`src/rtl/param_fifo.sv`:
```
// Synchronous FIFO with a registered read port, programmable almost-full and
// almost-empty thresholds, and sticky overflow/underflow flags.
module param_fifo #(
  parameter int DATA_WIDTH = 10,
  parameter int ADDR_WIDTH = 3
) (
  input  logic                  clk,
  input  logic                  reset,
  input  logic                  push,
  input  logic                  pop,
  input  logic [DATA_WIDTH-1:0] data_in,
  input  logic [ADDR_WIDTH:0]   af_th,
  input  logic [ADDR_WIDTH:0]   ae_th,
  input  logic                  err_clr,
  output logic [DATA_WIDTH-1:0] data_out,
  output logic                  valid_out,
  output logic [ADDR_WIDTH:0]   count,
  output logic                  full,
  output logic                  empty,
  output logic                  almost_full,
  output logic                  almost_empty,
  output logic                  overflow,
  output logic                  underflow,
  output logic                  error
);

  localparam int DEPTH = 1 << ADDR_WIDTH;
  localparam logic [ADDR_WIDTH:0] FULL_COUNT = (ADDR_WIDTH+1)'(DEPTH);

  logic [DATA_WIDTH-1:0] mem [DEPTH];

  logic [ADDR_WIDTH-1:0] wp_reg, wp_next;
  logic [ADDR_WIDTH-1:0] rp_reg, rp_next;
  logic [ADDR_WIDTH:0]   count_reg, count_next;
  logic [DATA_WIDTH-1:0] data_out_reg;
  logic                  valid_reg;
  logic                  overflow_reg, overflow_next;
  logic                  underflow_reg, underflow_next;
  logic                  push_acc, pop_acc;

  // A full FIFO still accepts a push when a pop frees a slot in the same
  // cycle; an empty FIFO never forwards a same-cycle push to the output.
  always_comb begin
    pop_acc  = pop && (count_reg != '0);
    push_acc = push && ((count_reg != FULL_COUNT) || pop_acc);

    wp_next = push_acc ? wp_reg + ADDR_WIDTH'(1) : wp_reg;
    rp_next = pop_acc  ? rp_reg + ADDR_WIDTH'(1) : rp_reg;

    count_next = count_reg;
    case ({push_acc, pop_acc})
      2'b10:   count_next = count_reg + (ADDR_WIDTH+1)'(1);
      2'b01:   count_next = count_reg - (ADDR_WIDTH+1)'(1);
      default: count_next = count_reg;
    endcase

    // A new error wins over a coincident clear.
    overflow_next  = (push && !push_acc) || (overflow_reg && !err_clr);
    underflow_next = (pop && !pop_acc) || (underflow_reg && !err_clr);
  end

  always_ff @(posedge clk) begin
    if (!reset) begin
      wp_reg        <= '0;
      rp_reg        <= '0;
      count_reg     <= '0;
      data_out_reg  <= '0;
      valid_reg     <= 1'b0;
      overflow_reg  <= 1'b0;
      underflow_reg <= 1'b0;
    end else begin
      wp_reg        <= wp_next;
      rp_reg        <= rp_next;
      count_reg     <= count_next;
      valid_reg     <= pop_acc;
      overflow_reg  <= overflow_next;
      underflow_reg <= underflow_next;
      if (pop_acc) begin
        data_out_reg <= mem[rp_reg];
      end
    end
  end

  // Storage array is deliberately left out of reset so it maps onto block RAM.
  always_ff @(posedge clk) begin
    if (reset && push_acc) begin
      mem[wp_reg] <= data_in;
    end
  end

  assign data_out     = data_out_reg;
  assign valid_out    = valid_reg;
  assign count        = count_reg;
  assign full         = (count_reg == FULL_COUNT);
  assign empty        = (count_reg == '0);
  assign almost_full  = (count_reg >= af_th);
  assign almost_empty = (count_reg <= ae_th);
  assign overflow     = overflow_reg;
  assign underflow    = underflow_reg;
  assign error        = overflow_reg || underflow_reg;

endmodule

```
`config.mk`:
```
export PLATFORM = sky130hd
export DESIGN_NAME = param_fifo
export DESIGN_NICKNAME = d
export VERILOG_FILES = /design/src/rtl/param_fifo.sv
export SDC_FILE = /design/constraint.sdc
export NUM_CORES = 1
export LEC_CHECK = 0
export CELL_PAD_IN_SITES_DETAIL_PLACEMENT = 1
export CELL_PAD_IN_SITES_GLOBAL_PLACEMENT = 1
export CORE_UTILIZATION = 35
export DETAILED_ROUTE_END_ITERATION = 6
export GPL_TIMING_DRIVEN = 0
export PLACE_DENSITY = 0.68
export SLEW_MARGIN = 40
export SYNTH_ARGS = -nofsm -noshare
export SYNTH_HDL_FRONTEND = slang
export SYNTH_SLANG_ARGS = --single-unit
```
`constraint.sdc`:
```
create_clock -name clk -period 6.7 [get_ports clk]
set_input_delay 0.67 -clock clk [delete_from_list [all_inputs] [get_ports clk]]
set_output_delay 0.67 -clock clk [all_outputs]
set_load 0.01 [all_outputs]
```
==> out/metrics.cfg <==
[synth]
synth_edf_count=80
synthAdderAreaFrac=0.0437
syn_area_per_cell_um2=16.3
synth_area_leaders=edfxtp_1 58%, dfxtp_1 11%, mux4_2 11%
yosys_warnings=0
ys_top_cells_by_count=80 x edfxtp_1, 23 x dfxtp_1, 20 x mux4_2
synth_top_family_by_area=multiplexers
synth_top_area_frac=0.575
synth_ff_type=edfxtp_1
synthMuxAreaShare=0.117
synth-seq-cells=103
synth-simple-area-share=0.0659
syn_area_mm2=0.00418
synth_compound_area_frac=0.0569
synthArstFlopShare=0
synth-xor-area-share=0.0105
synth_fp_nets=293
syn_inst=256
yosysTopAreaCell=edfxtp_1
yosysSeqAreaShare=0.685
synth_cell_type_count=34
synth.most_common_cell=edfxtp_1

[timing]
timing.slew.headroom=0.488
grt_setup_unrepaired=false
min_period_ns=3.30
worst_pin_slew_ns=0.767
period_share=0.492
fmax_mhz=303
finalMaxSlewViolations=0
hold_ws_ns=0.526
finalSetupViolCount=0
fin_ws_ns=3.40
setup-tns-final_ns=0
fin_skew_ns=0.00957
hold_viol_final=0

[route]
drc=7
drtAntennaViolNets=0
wl_per_cell_um=20.2
dr.pass1.iters=6
drt-initial-drc-count=97
vias=2414
drt_wl_total_um=9490
avgViaCountPerCell=5.14

[place]
place_inst=454
routabilityCongestion=0.717
hpwl_um=6360
placed_area_mm2=0.00491
portBuffers=43
dp_slack_ns=3.01

[clock_network]
clock-sinks=103
cts_setup_buffers=0
cts_buffer_depth=2
cts_htree_levels=3
cts_resized=0
clk_latency_ns=0.35
cts_tree=yes
clk_pin_slew_ns=0.07
cts_buffers=9
hold_buffers=0
clockRootBuffer=clkbuf_16

[setup_path]
critPathMaxStageDelay_ns=0.62
crit_path_top_delay_cell=clkdlybuf4s50_1
cp_cell_sequence=clkdlybuf4s50_1 > o41a_2 > buf_2 > clkbuf_1 > ha_1 > ha_1 > a21o_2 > a21oi_1 > mux2i_1 > mux2i_1
critPathCaptureType=register
cp-start-kind=input pin
rrSetupSlack_ns=3.81
critical_path_buf_inv_count=3
worstPathArrival_ns=3.58
critPathTopFamily=buffers and inverters
critical_path_class=in -> reg
path_max_fanout=10
crit_required_ns=6.98

[finish]
final_area_mm2=0.00520
seqCellArea_mm2=0.00286
largest_reg_flops=80
fin_nets=359
multi_input_area_mm2=0.00127
area_growth_pct=24.5
num_antenna_cells=0
final_cells=470
nFillCells=1148
drive_above_1_share=0.199

[power_and_ir_drop]
p_leak_nw=1.81
power_frac_clock=0.297
internal_power_w=0.00127
combPwrFrac=0.258
p_seq_frac=0.446
ir_worst_vdd_uv=196
p_sw_frac=0.281
switchingPower_w=0.000498
power_density_mw_per_mm2=341

[global_route]
grt_pass1_wl_um=14700
grt_overflow=0
grt_pass1_vias=2591
antenna_found_initial=0
grt_max_degree=17
grt.total_usage=0.164

[outcome]
violations=DRC
outcome=finished, violations left

[die]
die_h_um=111
core-area_mm2=0.0115
die_x_um=111
start_util=0.363
dieArea_mm2=0.0124
rows=39
io_pins=45

[job]
cap_viol_max_count=0

[hold_path]
hp-class=reg -> reg

==> placed cells by master (no fill, tap or decap), types with 4 or more instances in the layout <==
cell type and instances:
nand2_1 7, nor2_1 13, o21ai_0 14, clkdlybuf4s50_1 43
inv_1 11, nor3_2 4, clkbuf_1 8, clkbuf_16 9
mux4_2 20, ha_1 13, nor2b_1 7, dfxtp_1 23
edfxtp_1 80, and2_1 7, o22ai_1 10, mux2i_1 4
buf_2 11
==> kinds of logic after synthesis <==
kind of cell,after synthesis
muxes,24
AOI/OAI and AO/OA,37
xor gates and xnor gates,5
adders and majority gates,14
and+or+nand+nor,52
DFF,103
buffers and inverters,21
==> worst paths after layout <==
| path | from | end | cells past startpoint |
|---|---|---|---|
| max | pop | count[3] | 10 |
| min | data_out[3] | data_out[3] | 2 |
| max reg2reg | count[1] | count[3] | 9 |
| min reg2reg | data_out[3] | data_out[3] | 2 |
==> worst register-to-register path: cells and delay by family (launching register included) <==
family	cells	cell delay (ns)
AOI/OAI and AO/OA	3	0.57
adders and majority gates	2	0.59
buffers and inverters	2	0.70
DFF	1	0.53
muxes	2	0.44
==> per-layer routing <==
metal | routed length [µm] | track usage
met5 | 0 | 0
met4 | 120 | 0.0532
met3 | 402 | 0.0410
met2 | 4760 | 0.278
met1 | 4200 | 0.204
==> area by class of cell <==
class | instances | area share
Sequential cell | 103 | 0.551
Multi-Input combinational cell | 132 | 0.244
Clock buffer | 11 | 0.0448
Buffer | 10 | 0.00818
Clock inverter | 5 | 0.0113
Timing Repair Buffer | 55 | 0.0989
Tap cell | 143 | 0.0344
Inverter | 11 | 0.00794
==> power groups by stage <==
stage	Sequential (W)	Clock (W)	Combinational [W]
4_1_cts	0.000792	0.000533	0.000468
3_3_place_gp	0.000801	0	0.000447
3_5_place_dp	0.000805	0	0.000464
2_1_floorplan	0.000809	0	0.000244
5_1_grt	0.000799	0.000559	0.000500
6_report	0.000789	0.000526	0.000456
==> stage by stage <==
stage / utilization / power (W)
4_1_cts: 0.451 / 0.00179
3_5_place_dp: 0.426 / 0.00127
5_1_grt: 0.451 / 0.00186
3_3_place_gp: 0.416 / 0.00125
6_report: 0.451 / 0.00177
2_1_floorplan: - / 0.00105
No activity file was read; power rests on OpenSTA's default activity.
